<file path="config.mk">
export PLATFORM = sky130hd
export DESIGN_NAME = quad_decoder
export DESIGN_NICKNAME = d
export VERILOG_FILES = /design/src/rtl/quad_decoder.sv
export SDC_FILE = /design/constraint.sdc
export NUM_CORES = 1
export LEC_CHECK = 0
export ABC_AREA = 0
export CAP_MARGIN = 30
export CELL_PAD_IN_SITES_DETAIL_PLACEMENT = 1
export CELL_PAD_IN_SITES_GLOBAL_PLACEMENT = 2
export CORE_MARGIN = 2
export CORE_UTILIZATION = 25
export CTS_BUF_LIST = sky130_fd_sc_hd__clkbuf_8 sky130_fd_sc_hd__clkbuf_16
export DETAILED_ROUTE_END_ITERATION = 8
export PLACE_DENSITY_LB_ADDON = 0.1
export SETUP_SLACK_MARGIN = 0.2
export SKIP_LAST_GASP = 1
export SLEW_MARGIN = 10
export SYNTH_ARGS = -nofsm -noshare
export SYNTH_HDL_FRONTEND = slang
export SYNTH_SLANG_ARGS = --single-unit
</file>
<file path="constraint.sdc">
create_clock -name clk -period 3.8 [get_ports clk]
set_input_delay 0.57 -clock clk [delete_from_list [all_inputs] [get_ports clk]]
set_output_delay 0.57 -clock clk [all_outputs]
set_load 0.05 [all_outputs]
</file>
<file path="src/rtl/quad_decoder.sv">
// quad_decoder
// Quadrature decoder for an incremental encoder's A/B channels. The raw
// channels are synchronized into the clk domain, and every legal Gray-code
// transition is decoded into an up or down step (x4 decoding). The block
// keeps its own wrapping position count. Load and clear control the count
// the same way as on the up/down counter: load beats clear, and clear beats
// stepping. If both channels change in one sample, a sticky error is set.
//
// Parameters:
//   WIDTH        position counter width in bits
//   SYNC_STAGES  flip-flop stages per channel in the input synchronizer (2..4)
//
// Ports:
//   clk      system clock, rising edge
//   rst_n    asynchronous active-low reset
//   a_in     raw encoder channel A (asynchronous)
//   b_in     raw encoder channel B (asynchronous)
//   load     synchronous load of din into count (highest priority)
//   clr      synchronous clear of count
//   din      load value
//   err_clr  synchronous clear of the sticky err flag
//   count    position, wraps modulo 2^WIDTH
//   dir      direction of last legal step, 1 = up, 0 = down
//   step     one-cycle pulse per legal transition
//   err      sticky illegal-transition flag
module quad_decoder #(
    parameter int WIDTH       = 8,
    parameter int SYNC_STAGES = 2
) (
    input  logic             clk,
    input  logic             rst_n,
    input  logic             a_in,
    input  logic             b_in,
    input  logic             load,
    input  logic             clr,
    input  logic [WIDTH-1:0] din,
    input  logic             err_clr,
    output logic [WIDTH-1:0] count,
    output logic             dir,
    output logic             step,
    output logic             err
);

    typedef enum logic [1:0] {
        EV_NONE,
        EV_UP,
        EV_DOWN,
        EV_ILLEGAL
    } decodeEvent_t;

    // The synchronizer outputs reset to zero. They only hold real pin samples
    // after SYNC_STAGES clocks. Priming therefore lasts SYNC_STAGES+1 clocks,
    // so that prevState has caught up with a settled sample before decoding
    // starts. This keeps the reset-value-to-pin-value jump from being decoded
    // as a step or an illegal transition.
    localparam logic [2:0] PRIME_LAST = 3'(SYNC_STAGES);

    logic [SYNC_STAGES-1:0] aSyncReg;
    logic [SYNC_STAGES-1:0] bSyncReg;
    logic [1:0]             curState;
    logic [1:0]             prevState;
    logic [2:0]             primeCnt;
    logic                   primed;
    decodeEvent_t           decodeEvent;

    // Plain shift-register synchronizer for each channel. New samples enter
    // at bit 0, and the settled value is taken from the top bit.
    always_ff @(posedge clk or negedge rst_n) begin
        if (!rst_n) begin
            aSyncReg <= '0;
            bSyncReg <= '0;
        end else begin
            aSyncReg <= {aSyncReg[SYNC_STAGES-2:0], a_in};
            bSyncReg <= {bSyncReg[SYNC_STAGES-2:0], b_in};
        end
    end

    assign curState = {aSyncReg[SYNC_STAGES-1], bSyncReg[SYNC_STAGES-1]};

    // Classify the move from prevState to curState. If both bits flip, the
    // move is illegal. Otherwise it is a move of one Gray step: it is up if
    // it follows the sequence 00->10->11->01->00, and down if it does not.
    always_comb begin
        decodeEvent = EV_NONE;
        if (primed && (curState != prevState)) begin
            if ((curState[1] != prevState[1]) && (curState[0] != prevState[0])) begin
                decodeEvent = EV_ILLEGAL;
            end else begin
                case (prevState)
                    2'b00:   decodeEvent = (curState == 2'b10) ? EV_UP : EV_DOWN;
                    2'b10:   decodeEvent = (curState == 2'b11) ? EV_UP : EV_DOWN;
                    2'b11:   decodeEvent = (curState == 2'b01) ? EV_UP : EV_DOWN;
                    default: decodeEvent = (curState == 2'b00) ? EV_UP : EV_DOWN;
                endcase
            end
        end
    end

    // This block holds the decoder state and the registered outputs. prevState
    // advances every clock, including during priming and when load or clr is
    // asserted. step, dir and err always reflect the decoded event, even
    // when load or clr drops that event from the count.
    always_ff @(posedge clk or negedge rst_n) begin
        if (!rst_n) begin
            prevState <= 2'b00;
            primeCnt  <= '0;
            primed    <= 1'b0;
            count     <= '0;
            dir       <= 1'b1;
            step      <= 1'b0;
            err       <= 1'b0;
        end else begin
            prevState <= curState;

            if (!primed) begin
                if (primeCnt == PRIME_LAST) begin
                    primed <= 1'b1;
                end else begin
                    primeCnt <= primeCnt + 3'd1;
                end
            end

            step <= (decodeEvent == EV_UP) || (decodeEvent == EV_DOWN);

            if (decodeEvent == EV_UP) begin
                dir <= 1'b1;
            end else if (decodeEvent == EV_DOWN) begin
                dir <= 1'b0;
            end

            if (decodeEvent == EV_ILLEGAL) begin
                err <= 1'b1;
            end else if (err_clr) begin
                err <= 1'b0;
            end

            if (load) begin
                count <= din;
            end else if (clr) begin
                count <= '0;
            end else if (decodeEvent == EV_UP) begin
                count <= count + WIDTH'(1);
            end else if (decodeEvent == EV_DOWN) begin
                count <= count - WIDTH'(1);
            end
        end
    end

endmodule

</file>
Yosys cells after proc, flatten, opt, wreduce, memory -nomap -nowiden. Index checks and enable logic that the tools add are counted.

$add $sub $neg: 3. Eq/ne operators: 12. Mux-type cells: 17. Bitwise operators: 2. Reductions and logical operators: 9.

Operator list (count): $mux 8 (4); $eq 2x2->1 const B (6); $mux 2 (6); $add 8x1->8 const B (1); $sub 8x1->8 const B (1); $mux 1 (6); $pmux 2 s3 (1); $eq 2x1->1 const B (2); $logic_not 2->1 (2); $reduce_bool 2->1 (2); $reduce_bool 4->1 (1); $add 3x1->3 const B (1); $eq 3x2->1 const B (1); $logic_and 1x1->1 (2); $ne 1x1->1 (2); $ne 2x2->1 (1); $not 1->1 (2); $reduce_and 2->1 (1); $logic_or 1x1->1 (1).

Flip-flop bits (word level): 21. Input port bits: 15. Output and inout port bits: 11. Logic and storage cells: 52.

Depth between registers and ports, before layout.
Depth in word-level cells: 10. Depth in mapped cells: 12. Gate-level depth less buffers: 12.

Least setup slack after synthesis. Ideal clock, no wire load.

Path type: flip-flop to flip-flop. Start: register prevState[0]. End: register count[6]. Arrival: 2.523 ns. Required time: 3.673 ns. Slack: 1.151 ns. Stages on the path, launching flop included: 12. Clock period less this slack: 2.649 ns. Cell sequence: dfrtp_1 > nor2b_1 > a211o_1 > and3_1 > ha_1 > inv_1 > ha_1 > nor2b_1 > o31a_2 > o2111a_1 > nor3_1 > a21oi_1.

Longest elaborated chain between the ends: 8. Elaborated cells on any way between the ends: 16. Those cells by class: eq/ne: 6; mux: 6; reduce/logical: 4.

RTL lines: from (decl) (RTL line 61) `logic [1:0] prevState;`; from (signal assigned) (RTL line 113) `prevState <= curState;`; $eq 2x2->1 (tied with other cells) (RTL line 89) `case (prevState)`; $pmux 2 s3 or $logic_and 1x1->1 (tied branches) (RTL line 89, 86); $mux 2 (RTL line 86) `if ((curState[1] != prevState[1]) && (curState[0] != prevState[0])) begin`; $mux 2 (*) (RTL line 85) `if (primed && (curState != prevState)) begin`; $eq 2x1->1 (RTL line 141) `end else if (decodeEvent == EV_UP) begin`; $mux 8 (RTL line 141); $mux 8 (RTL line 139) `end else if (clr) begin`; $mux 8 (RTL line 137) `if (load) begin`; to (signal assigned) (RTL line 138) `count <= din;`; to (signal assigned) (RTL line 142) `count <= count + WIDTH'(1);`; to (signal assigned) (RTL line 144) `count <= count - WIDTH'(1);`; to (decl) (RTL line 38) `output logic [WIDTH-1:0] count,`.

Every way passes the cells marked *; elsewhere a longest branch is shown, timed or not. A chain may end at the register's enable or synchronous reset.

Final worst setup path.
Start: register bSyncReg[1]. End: register count[6].

Longest elaborated chain between the ends: 9. Elaborated cells on any way between the ends: 21. Those cells by class: eq/ne: 7; mux: 10; reduce/logical: 4.

RTL lines: from (decl) (RTL line 59) `logic [SYNC_STAGES-1:0] bSyncReg;`; from (signal assigned) (RTL line 74) `bSyncReg <= {bSyncReg[SYNC_STAGES-2:0], b_in};`; $eq 2x1->1 (tied with other cells) (RTL line 92) `2'b11: decodeEvent = (curState == 2'b01) ? EV_UP : EV_DOWN;`; $mux 2 (on tied branches); $pmux 2 s3 (RTL line 89); $mux 2 (RTL line 86); $mux 2 (*) (RTL line 85); $eq 2x1->1 (RTL line 141); $mux 8 (RTL line 141); $mux 8 (RTL line 139); $mux 8 (RTL line 137).

Marks and branches as above.

==> results by group <==
Worst hold path
  – Min-Delay Path Class: reg -> reg

Synthesis
  – Top cells by area, synth: dfrtp_1, ha_1, a21oi_1
  – Most frequent cell after synthesis: dfrtp_1
  – Mean Syn Cell Area: slightly below 10 um2
  – Post-Syn Area: 1200 um2
  – Synth top area share: approximately two fifths
  – Yosys cell types: 32
  – Largest area contributor in the netlist: dfrtp_1
  – Top FF cell, synth: dfrtp_1
  – Seq/Total Area, Yosys: a little over two fifths
  – Yosys warns: 0
  – Flops & latches, synth: 21
  – Mapped Nets: between 100 and 150
  – Post-synth EDFFs: 0
  – Top post-synthesis cells by count: dfrtp_1, a21oi_1, nand2_1
  – Synth Instances: approximately 120
  – Ys async rst share: 100%

STA
  – Worst slew margin: approximately three fifths
  – Final Hold Fails: 0
  – Final setup viols: 0
  – Achievable frequency: approximately 330 MHz
  – Slew Viols, Final: 0
  – Worst Skew: roughly 0.0030 ns
  – Final critical-path required period: around 3.0 ns
  – Worst-Margin Slew: around 0.61 ns
  – Unrepaired setup endpoints after global routing: no
  – Setup_tns: 0 ns
  – Final worst-path cycle share: about four fifths

Pwr
  – Leakage Power: 0.671 nW
  – VDD IR-drop max: roughly 0.00022 V
  – PD cells: about 460 nW/um2

CTS
  – Hold Buf Count CTS: 0
  – Root buf cell: clkbuf_8
  – Clk slew on worst S/H paths: roughly 0.080 ns
  – CTS tree: done
  – Post-CTS setup buffer count: 0
  – Clock sink total: 21
  – Insertion delay to the later sink of the worst-skew pair: between 0.2 and 0.3 ns
  – Resized cells post-CTS: 0
  – H-Tree Depth: 1
  – CTS buffer count: 3
  – Buffer depth of the longest clock path: 2

Floorplanning
  – Die Ht: approximately 73 um
  – Die footprint: ~5400 um2
  – Core Region: 4690 um2
  – Initial Util: between 20% and 30%
  – Num ports: 26
  – Die X-Extent: roughly 73 um
  – Cell row count: 25

Drt
  – Routed vias: between 1000 and 1500
  – DRT Pass-1 Iters: 4
  – Routed wire per std cell: 14.9 um
  – ANT nets after route: 0
  – Total Routed Length: around 3000 um
  – DRC errors left: 0
  – Starting DRC count in detailed routing: 14
  – DR vias/cell: around 5.0

Final layout
  – Layout cells sized above 1: between 5 and 6%
  – ANT cells: 0
  – Fillers: between 500 and 600
  – Layout area overhead: 30.6%
  – Final net count: 176
  – Finished Layout Cells: 203

Place
  – GP Congestion: around 0.67
  – Inst Count DP: between 150 and 200
  – DP HPWL: 2350 um
  – # port buffers: 25

Global route
  – GRT Resource Usage Total: 12.7%
  – First-pass GRT wire length: around 5000 um
  – Initial antenna violation count: 0
  – Vias in the first global route: ~1100
  – Largest net degree at the start of global routing: 18
  – Grt total ovfl: 0

Worst setup path
  – Crit Path Category: reg -> reg
  – Setup crit end kind: flop
  – Max FO, Critical Path: 8
  – Critical path launch point type: flop
  – Required time of the critical path: around 4 ns
  – Data arrival time of the worst path: 3.15 ns

Flow run
  – MaxCap Viol Count: 0

Outcome
  – Status: completed
## flip-flops by register name, summed over array words and instances, names as in the netlist
signal / count
aSyncReg: 2
bSyncReg: 2
count: 8
dir: 1
err: 1
prevState: 2
primeCnt: 3
primed: 1
step: 1
## layout by cell type, fill, tap and decap left out, types with 2 or more instances in the layout
cell type,synthesis,final
o21a_1,2,2
ha_1,10,10
xor2_1,2,2
nor2_1,4,4
a22o_1,4,4
xnor2_1,4,4
a211o_1,2,2
clkdlybuf4s50_1,0,25
a21o_1,2,2
o211ai_1,4,4
nor2b_1,2,2
nand2_1,12,12
a211oi_1,3,3
dfrtp_1,20,20
clkbuf_8,0,3
o21ai_0,9,9
inv_1,11,11
a21oi_1,12,12
nor3_1,2,2
## cell type report
cell class / count / area [um2] / area share [%]
timing repair buffer: 26 / 265 / 16.9
tap: 54 / 67.6 / 4.30
inverter: 11 / 41.3 / 2.63
multi-input combinational: 87 / 624 / 39.7
sequential: 21 / 527 / 33.5
clock inverter: 1 / 5.00 / 0.318
clock buffer: 3 / 41.3 / 2.63
## path summary, 6_finish.rpt
check | to | start | cells past startpoint | slack [ns]
min in group asynchronous | prevState[1] | rst_n | 1 | 0.60
setup reg to reg | count[6] | bSyncReg[1] | 11 | 0.80
hold / removal | bSyncReg[1] | bSyncReg[0] | 0 | 0.35
hold reg to reg | bSyncReg[1] | bSyncReg[0] | 0 | 0.35
max in group asynchronous | count[6] | rst_n | 2 | 2.75
setup / recovery | count[6] | bSyncReg[1] | 11 | 0.80
## layer usage
layer / GRT usage, % / part of all wire (%) / up-vias / routed length, um
li1: - / - / 492 / -
met1: 15.1 / 47 / 483 / 1410
met2: 22.9 / 48 / 30 / 1450
met3: 2.88 / 4.1 / 4 / 123
met4: 3.64 / 1.2 / 0 / 37
met5: 0 / 0 / - / 0
## cells by family after synthesis
logic type	count (synthesis)	synth area share, %
muxes	1	0.832
DFF	21	43.8
and+or+nand+nor	26	10.5
adders and majority gates	11	12.1
AOI/OAI and AO/OA	43	24.1
xor gates and xnor gates	6	4.37
buffers and inverters	14	4.37
## where the power goes
| part | switching, W | total (W) | internal, W |
|---|---|---|---|
| sequential | 0.0000181 | 0.000264 | 0.000246 |
| combinational | 0.000182 | 0.000307 | 0.000125 |
| clock | 0.0000775 | 0.000151 | 0.0000732 |
## critical path: stages (launching register included)
cell and delay [ns]:
dfrtp_1 0.45, nor2b_1 0.10, a211o_1 0.27, and3_1 0.20
ha_1 0.26, inv_1 0.25, ha_1 0.34, nor2b_1 0.16
o31a_2 0.31, o2111a_1 0.23, nor3_1 0.23, a21oi_1 0.09
## metrics by stage
stage / utilization (%) / worst slack [ns] / power [W] / hold slack, ns / cell area, um2
after detailed placement: 32.5 / 0.809 / 0.000579 / 0.336 / 1530
after global routing: 33.5 / 0.597 / 0.000774 / 0.363 / 1570
after CTS: 33.5 / 0.788 / 0.000739 / 0.357 / 1570
final: 33.5 / 0.798 / 0.000722 / 0.351 / 1570
after global placement: 32.2 / 0.917 / 0.000575 / 0.331 / 1510
after floorplan: - / 1.15 / 0.000480 / 0.274 / 1200
(Power assumes the default switching activity.)
